<file path="src/rtl/apb_slave_regfile.sv">
// APB completer register bank.
//
// reg0 returns ID_VALUE and reg1 returns the 16-bit completed-transfer count. Both are read-only.
// reg2 .. NUM_REGS-1 are read/write word registers. Every access phase inserts WAIT_CYCLES wait
// states before P_READY goes high. The bank answers with P_SLVERR for a misaligned address, an
// out-of-range address, or a write to a read-only register.
//
// Ports:
//   H_CLK, H_RESET_n       clock, asynchronous active-low reset
//   P_SELx, P_ENABLE       APB select and access-phase strobe
//   P_WRITE, P_ADDR        direction and byte address (sampled in the setup cycle only)
//   P_WDATA                write data (sampled in the setup cycle only)
//   P_RDATA                read data, non-zero only on a completing, error-free read
//   P_READY, P_SLVERR      completion and error response (P_SLVERR qualified by P_READY)
module apb_slave_regfile #(
  parameter int unsigned           DATA_WIDTH  = 32,
  parameter int unsigned           ADDR_WIDTH  = 32,
  parameter int unsigned           NUM_REGS    = 16,
  parameter int unsigned           WAIT_CYCLES = 1,
  parameter logic [DATA_WIDTH-1:0] ID_VALUE    = 32'hA9B0_0001
) (
  input  logic                  H_CLK,
  input  logic                  H_RESET_n,
  input  logic                  P_SELx,
  input  logic                  P_ENABLE,
  input  logic                  P_WRITE,
  input  logic [ADDR_WIDTH-1:0] P_ADDR,
  input  logic [DATA_WIDTH-1:0] P_WDATA,
  output logic [DATA_WIDTH-1:0] P_RDATA,
  output logic                  P_READY,
  output logic                  P_SLVERR
);

  localparam int unsigned IdxW  = $clog2(NUM_REGS);
  localparam int unsigned WaitW = (WAIT_CYCLES > 0) ? $clog2(WAIT_CYCLES + 1) : 1;
  localparam logic [WaitW-1:0] WaitLoad = WaitW'(WAIT_CYCLES);

  typedef enum logic [0:0] {StIdle, StAccess} state_e;

  state_e                  state_q, state_d;
  logic [WaitW-1:0]        wait_q, wait_d;
  logic [IdxW-1:0]         idx_q, idx_d;
  logic                    write_q, write_d;
  logic [DATA_WIDTH-1:0]   wdata_q, wdata_d;
  logic                    err_q, err_d;
  logic [15:0]             xfer_cnt_q, xfer_cnt_d;
  logic [DATA_WIDTH-1:0]   regs_q [NUM_REGS-1:2];

  logic                  setup;
  logic [IdxW-1:0]       idx_in;
  logic                  err_in;
  logic                  ready;
  logic                  commit_wr;
  logic [DATA_WIDTH-1:0] rd_mux;

  // A setup phase is accepted in either state: in StAccess it restarts the transfer.
  assign setup  = P_SELx & ~P_ENABLE;
  assign idx_in = P_ADDR[IdxW+1:2];
  assign err_in = (|P_ADDR[1:0])
                | (|(P_ADDR >> (IdxW + 2)))
                | (P_WRITE & (idx_in[IdxW-1:1] == '0));

  assign ready     = (state_q == StAccess) & P_SELx & P_ENABLE & (wait_q == '0);
  assign commit_wr = ready & write_q & ~err_q;

  // State register
  always_ff @(posedge H_CLK or negedge H_RESET_n) begin
    if (!H_RESET_n) begin
      state_q <= StIdle;
    end else begin
      state_q <= state_d;
    end
  end

  // Next-state logic
  always_comb begin
    state_d = state_q;
    unique case (state_q)
      StIdle: begin
        if (setup) state_d = StAccess;
      end
      StAccess: begin
        if (!P_SELx) begin
          state_d = StIdle;
        end else if (!P_ENABLE) begin
          state_d = StAccess;
        end else if (wait_q == '0) begin
          state_d = StIdle;
        end
      end
      default: state_d = StIdle;
    endcase
  end

  // Datapath next-state: transfer latches, wait counter, transfer counter
  always_comb begin
    idx_d      = idx_q;
    write_d    = write_q;
    wdata_d    = wdata_q;
    err_d      = err_q;
    wait_d     = wait_q;
    xfer_cnt_d = xfer_cnt_q;
    if (setup) begin
      idx_d   = idx_in;
      write_d = P_WRITE;
      wdata_d = P_WDATA;
      err_d   = err_in;
      wait_d  = WaitLoad;
    end else if ((state_q == StAccess) && P_SELx && P_ENABLE && (wait_q != '0)) begin
      wait_d = wait_q - WaitW'(1);
    end
    if (ready && !err_q) xfer_cnt_d = xfer_cnt_q + 16'd1;
  end

  always_ff @(posedge H_CLK or negedge H_RESET_n) begin
    if (!H_RESET_n) begin
      wait_q     <= '0;
      idx_q      <= '0;
      write_q    <= 1'b0;
      wdata_q    <= '0;
      err_q      <= 1'b0;
      xfer_cnt_q <= '0;
      for (int unsigned i = 2; i < NUM_REGS; i++) regs_q[i] <= '0;
    end else begin
      wait_q     <= wait_d;
      idx_q      <= idx_d;
      write_q    <= write_d;
      wdata_q    <= wdata_d;
      err_q      <= err_d;
      xfer_cnt_q <= xfer_cnt_d;
      for (int unsigned i = 2; i < NUM_REGS; i++) begin
        if (commit_wr && (idx_q == IdxW'(i))) regs_q[i] <= wdata_q;
      end
    end
  end

  // Read mux; reg1 shows the count before this transfer's increment
  always_comb begin
    rd_mux = '0;
    if (idx_q == IdxW'(0)) begin
      rd_mux = ID_VALUE;
    end else if (idx_q == IdxW'(1)) begin
      rd_mux = {{(DATA_WIDTH-16){1'b0}}, xfer_cnt_q};
    end else begin
      for (int unsigned i = 2; i < NUM_REGS; i++) begin
        if (idx_q == IdxW'(i)) rd_mux = regs_q[i];
      end
    end
  end

  // Outputs
  always_comb begin
    P_READY  = ready;
    P_SLVERR = ready & err_q;
    P_RDATA  = (ready && !write_q && !err_q) ? rd_mux : '0;
  end

endmodule

</file>
<file path="config.mk">
export PLATFORM = sky130hd
export DESIGN_NAME = apb_slave_regfile
export DESIGN_NICKNAME = d
export VERILOG_FILES = /design/src/rtl/apb_slave_regfile.sv
export SDC_FILE = /design/constraint.sdc
export NUM_CORES = 1
export LEC_CHECK = 0
export CAP_MARGIN = 20
export CORE_ASPECT_RATIO = 0.7
export CORE_UTILIZATION = 25
export CTS_BUF_LIST = sky130_fd_sc_hd__clkbuf_8
export CTS_CLUSTER_SIZE = 8
export DETAILED_ROUTE_END_ITERATION = 10
export GPL_ROUTABILITY_DRIVEN = 0
export GPL_TIMING_DRIVEN = 0
export SYNTH_ARGS = -nofsm -noshare
export SYNTH_HDL_FRONTEND = slang
export SYNTH_SLANG_ARGS = --single-unit
</file>
<file path="constraint.sdc">
create_clock -name H_CLK -period 4.2 [get_ports H_CLK]
set_input_delay 0.84 -clock H_CLK [delete_from_list [all_inputs] [get_ports H_CLK]]
set_output_delay 0.84 -clock H_CLK [all_outputs]
set_load 0.05 [all_outputs]
</file>
==> results by group <==
Outcome
  – Outcome: complete, but fails checks
  – Failing checks: setup timing

Critical path
  – Crit path max fanout: 10
  – Reg2Reg Setup Slack: 1.16 ns
  – CP endpoint: P_RDATA[25]
  – Worst Path Required: 3.36 ns
  – WP data arrival: 3.48 ns
  – CP endpoint kind: primary output
  – Worst r2r dst: regs_q[177]
  – Setup CP Type: reg2out
  – R2R cell count: 6
  – Critical Path Source: idx_q[3]
  – Worst R2R Start: idx_q[3]
  – Critical Path Start Type: register

Global route
  – Gr ovfl total: 0
  – Vias in the first global route: 19060
  – Largest net degree at the start of global routing: 117
  – Total track usage: 0.1986
  – First-pass GRT wire length: 147.5 mm
  – Initial antenna violation count: 2

Synthesis
  – Register area share after synthesis: 0.4905
  – Main combinational cell family by area after synthesis: multiplexers
  – Main area contributors after synthesis: dfrtp_1 (49%), mux2_4 (16%), mux2_2 (7.9%)
  – Synth Net Count: 2081
  – Async SR Flop Fraction: 1.000
  – Post-Synthesis Cells: 2011
  – Compound-cell area share of the yosys netlist: 0.1036
  – Xor/xnor cell area share of the yosys netlist: 0.005109
  – Leading area contributor after synthesis: dfrtp_1
  – Synth Area in Adders: 0.0004866
  – Synth cell types: 88
  – Flops & latches, synth: 504
  – Post-Syn Area per Cell: 12.79 um^2
  – Post-Synth Simple-Gate Area: 0.06861
  – Mapped cell area: 25710 um^2
  – Proportion of synthesized area in mux cells: 0.2855
  – Synthesis Warnings: 0
  – Yosys top cell area share: 0.4905
  – EDFF count, synth: 0
  – Top FF cell, synth: dfrtp_1

Floorplan
  – Chip Width: 385.3 um
  – Starting Density: 0.2520
  – Core Area: 102000 um^2
  – Boundary pin count: 103
  – Die Span Y: 270.3 um
  – Die ar.: 104200 um^2
  – Rows: 98

Clock network
  – Clock Latency Late Sink: 0.72 ns
  – CTS root buffer: clkbuf_8
  – TritonCTS buffer count: 81
  – CTS max path bufs: 3
  – CTS tree: built
  – H-tree depth: 3
  – Clock Pin Slew Worst Setup and Hold Paths: 0.06 ns
  – # clock sinks: 504

Power and ir drop
  – Logic pwr share: 0.194
  – Flop pwr share: 0.448
  – Pwr Density: 378.0 nW/um^2
  – Leak pwr: 14.67 nW
  – Maximum vdd drop: 0.2131 mV
  – Clock power share: 0.358
  – Sw Ratio: 0.3338
  – Switching power: 3.858 mW
  – Pint: 7.699 mW

STA
  – Worst Slack Setup Final: -0.1206 ns
  – Fin. max-slew vios: 0
  – Fmax: 231.4 MHz
  – Final Hold Fails: 0
  – Slew HR: 0.2951
  – Final Skew: 0.03701 ns
  – Finish-stage setup viols: 6
  – Unrepaired setup endpoints after global routing: true
  – Worst slew pin tran: 1.057 ns
  – Crit path time final: 4.321 ns
  – Final worst-path cycle share: 1.029

Placement
  – # port buffers: 102
  – Placed inst area: 28610 um^2
  – Placed Instances: 3472
  – DPL Wire Length: 71.61 mm

Final layout
  – Layout area overhead: 18.92%
  – Non-Filler Instances: 3617
  – Design area: 30580 um^2
  – Fill count: 10430
  – Multi-input logic area: 12130 um^2
  – Storage element area: 12620 um^2
  – Ratio of cells with drive above 1 in the final layout: 0.3650
  – Layout Nets: 2283

Drt
  – Avg WL per Cell: 29.02 um
  – 1st-iter DRT viols: 2639
  – Antenna-violating nets left: 0
  – Routed via count: 19320
  – Post-route DRC: 0
  – WL final: 105.0 mm
  – Total iterations of the first detailed-routing run: 6
  – Vias per Instance: 5.343

Flow run
  – MaxCap Viol Count: 0

Hold path
  – Worst min-delay path category: in2async
[logic make-up (layout without fill, tap and decap cells)]
logic type,after synthesis,count (layout)
multiplexers,569,569
adder cells (fa/ha/maj),1,1
AO/OA/AOI/OAI,411,411
AND/OR/NAND/NOR,317,317
XOR/XNOR,15,15
flip-flops,504,504
buffers and inverters,194,449
other,0,1
[per-layer routing]
metal	vias to the layer above	part of all wire	global-route usage	wire length (um)
li1	7751	-	-	-
met1	9876	0.43	0.2785	45190
met2	1391	0.39	0.2661	40970
met3	302	0.14	0.08252	14370
met4	4	0.041	0.07562	4347
met5	-	0.00082	0.004630	86
[power groups by stage]
| stage | combinational (mW) | clock [mW] | sequential (mW) |
|---|---|---|---|
| 3_5_place_dp | 2.01 | 0 | 5.25 |
| 4_1_cts | 2.11 | 4.16 | 5.17 |
| 6_report | 2.24 | 4.13 | 5.18 |
| 2_1_floorplan | 1.03 | 0 | 5.17 |
| 3_3_place_gp | 1.98 | 0 | 5.26 |
| 5_1_grt | 2.28 | 4.38 | 5.19 |
[layout by cell type (no fill, tap or decap), drive strengths merged, types with 12 or more instances in the layout]
| cell type | synthesis | routed |
|---|---|---|
| a21o | 15 | 15 |
| nor3 | 15 | 15 |
| nor2b | 12 | 12 |
| a211oi | 15 | 15 |
| nand3b | 22 | 22 |
| nand2b | 12 | 12 |
| mux2 | 496 | 496 |
| a22oi | 18 | 18 |
| inv | 13 | 48 |
| nand2 | 91 | 91 |
| a21oi | 114 | 114 |
| dfrtp | 504 | 504 |
| clkdlybuf4s50 | 0 | 69 |
| o221ai | 12 | 12 |
| nor2 | 74 | 74 |
| o21ai | 95 | 95 |
| buf | 122 | 166 |
| nand3 | 39 | 39 |
| mux2i | 72 | 72 |
| o22ai | 34 | 34 |
| clkbuf | 59 | 153 |
| a31oi | 13 | 13 |
[cells in the mapped netlist (all sizes together), types with 13 or more instances]
| cell type | n |
|---|---|
| a211oi | 15 |
| a21o | 15 |
| a21oi | 114 |
| a22oi | 18 |
| a31oi | 13 |
| buf | 122 |
| clkbuf | 59 |
| dfrtp | 504 |
| inv | 13 |
| mux2 | 496 |
| mux2i | 72 |
| nand2 | 91 |
| nand3 | 39 |
| nand3b | 22 |
| nor2 | 74 |
| nor3 | 15 |
| o21ai | 95 |
| o22ai | 34 |
[layout make-up]
class / instances / area share
diodes: 1 / 0.00008184
plain buffers: 176 / 0.04452
clock buffers: 93 / 0.04186
clock inverters: 43 / 0.006343
inverters: 13 / 0.001596
multi-input cells: 1313 / 0.3966
flip-flops and latches: 504 / 0.4126
well taps: 1350 / 0.05524
repair buffers: 124 / 0.04112
[stage by stage]
step / power (mW) / utilization / setup WS (ns) / TNS, ns / hold WS (ns)
floorplan: 6.207 / - / 0.4239 / 0 / 0.4419
global placement: 7.242 / 0.2786 / -21.16 / - / 0.4609
detailed placement: 7.262 / 0.2804 / -1.162 / -22.82 / 0.4688
CTS: 11.44 / 0.2986 / -0.06721 / -0.1944 / 0.2166
global route: 11.85 / 0.2997 / -0.01447 / -0.02538 / 0.2555
finish: 11.56 / 0.2997 / -0.1206 / -0.2493 / 0.2100
[sequential cells by signal, indices dropped and copies added, names as in the netlist]
signal and cells:
err_q 1, xfer_cnt_q 16, idx_q 4, wait_q 1, regs_q 448, state_q 1
wdata_q 32, write_q 1
[critical path, cell delays in order, from the launching register on]
cell and delay (ns):
dfrtp_1 0.55, buf_2 0.32, nand2b_1 0.58, o22ai_1 0.18, a222oi_1 0.47, a2111oi_0 0.14
o221a_2 0.34, buf_4 0.21
[what timing repair did]
item,CTS,global route
setup endpoints to repair,32,28
pin swaps,6,5
gates resized for setup,302,38
buffers inserted,12,1
hold buffers,0,0
[worst min-delay path by stage]
stage                               from        endpoint  slack, ns  depth (start not counted)
after floorplan           xfer_cnt_q[15]  xfer_cnt_q[15]       0.44                          1
after CTS                      H_RESET_n     regs_q[254]       0.22                          1
final                          H_RESET_n     regs_q[286]       0.21                          1
after detailed placement     regs_q[399]     regs_q[399]       0.47                          1
after global placement       regs_q[389]     regs_q[389]       0.46                          1
after global routing           H_RESET_n     regs_q[286]       0.26                          1
Power figures use the tool's default switching activity.
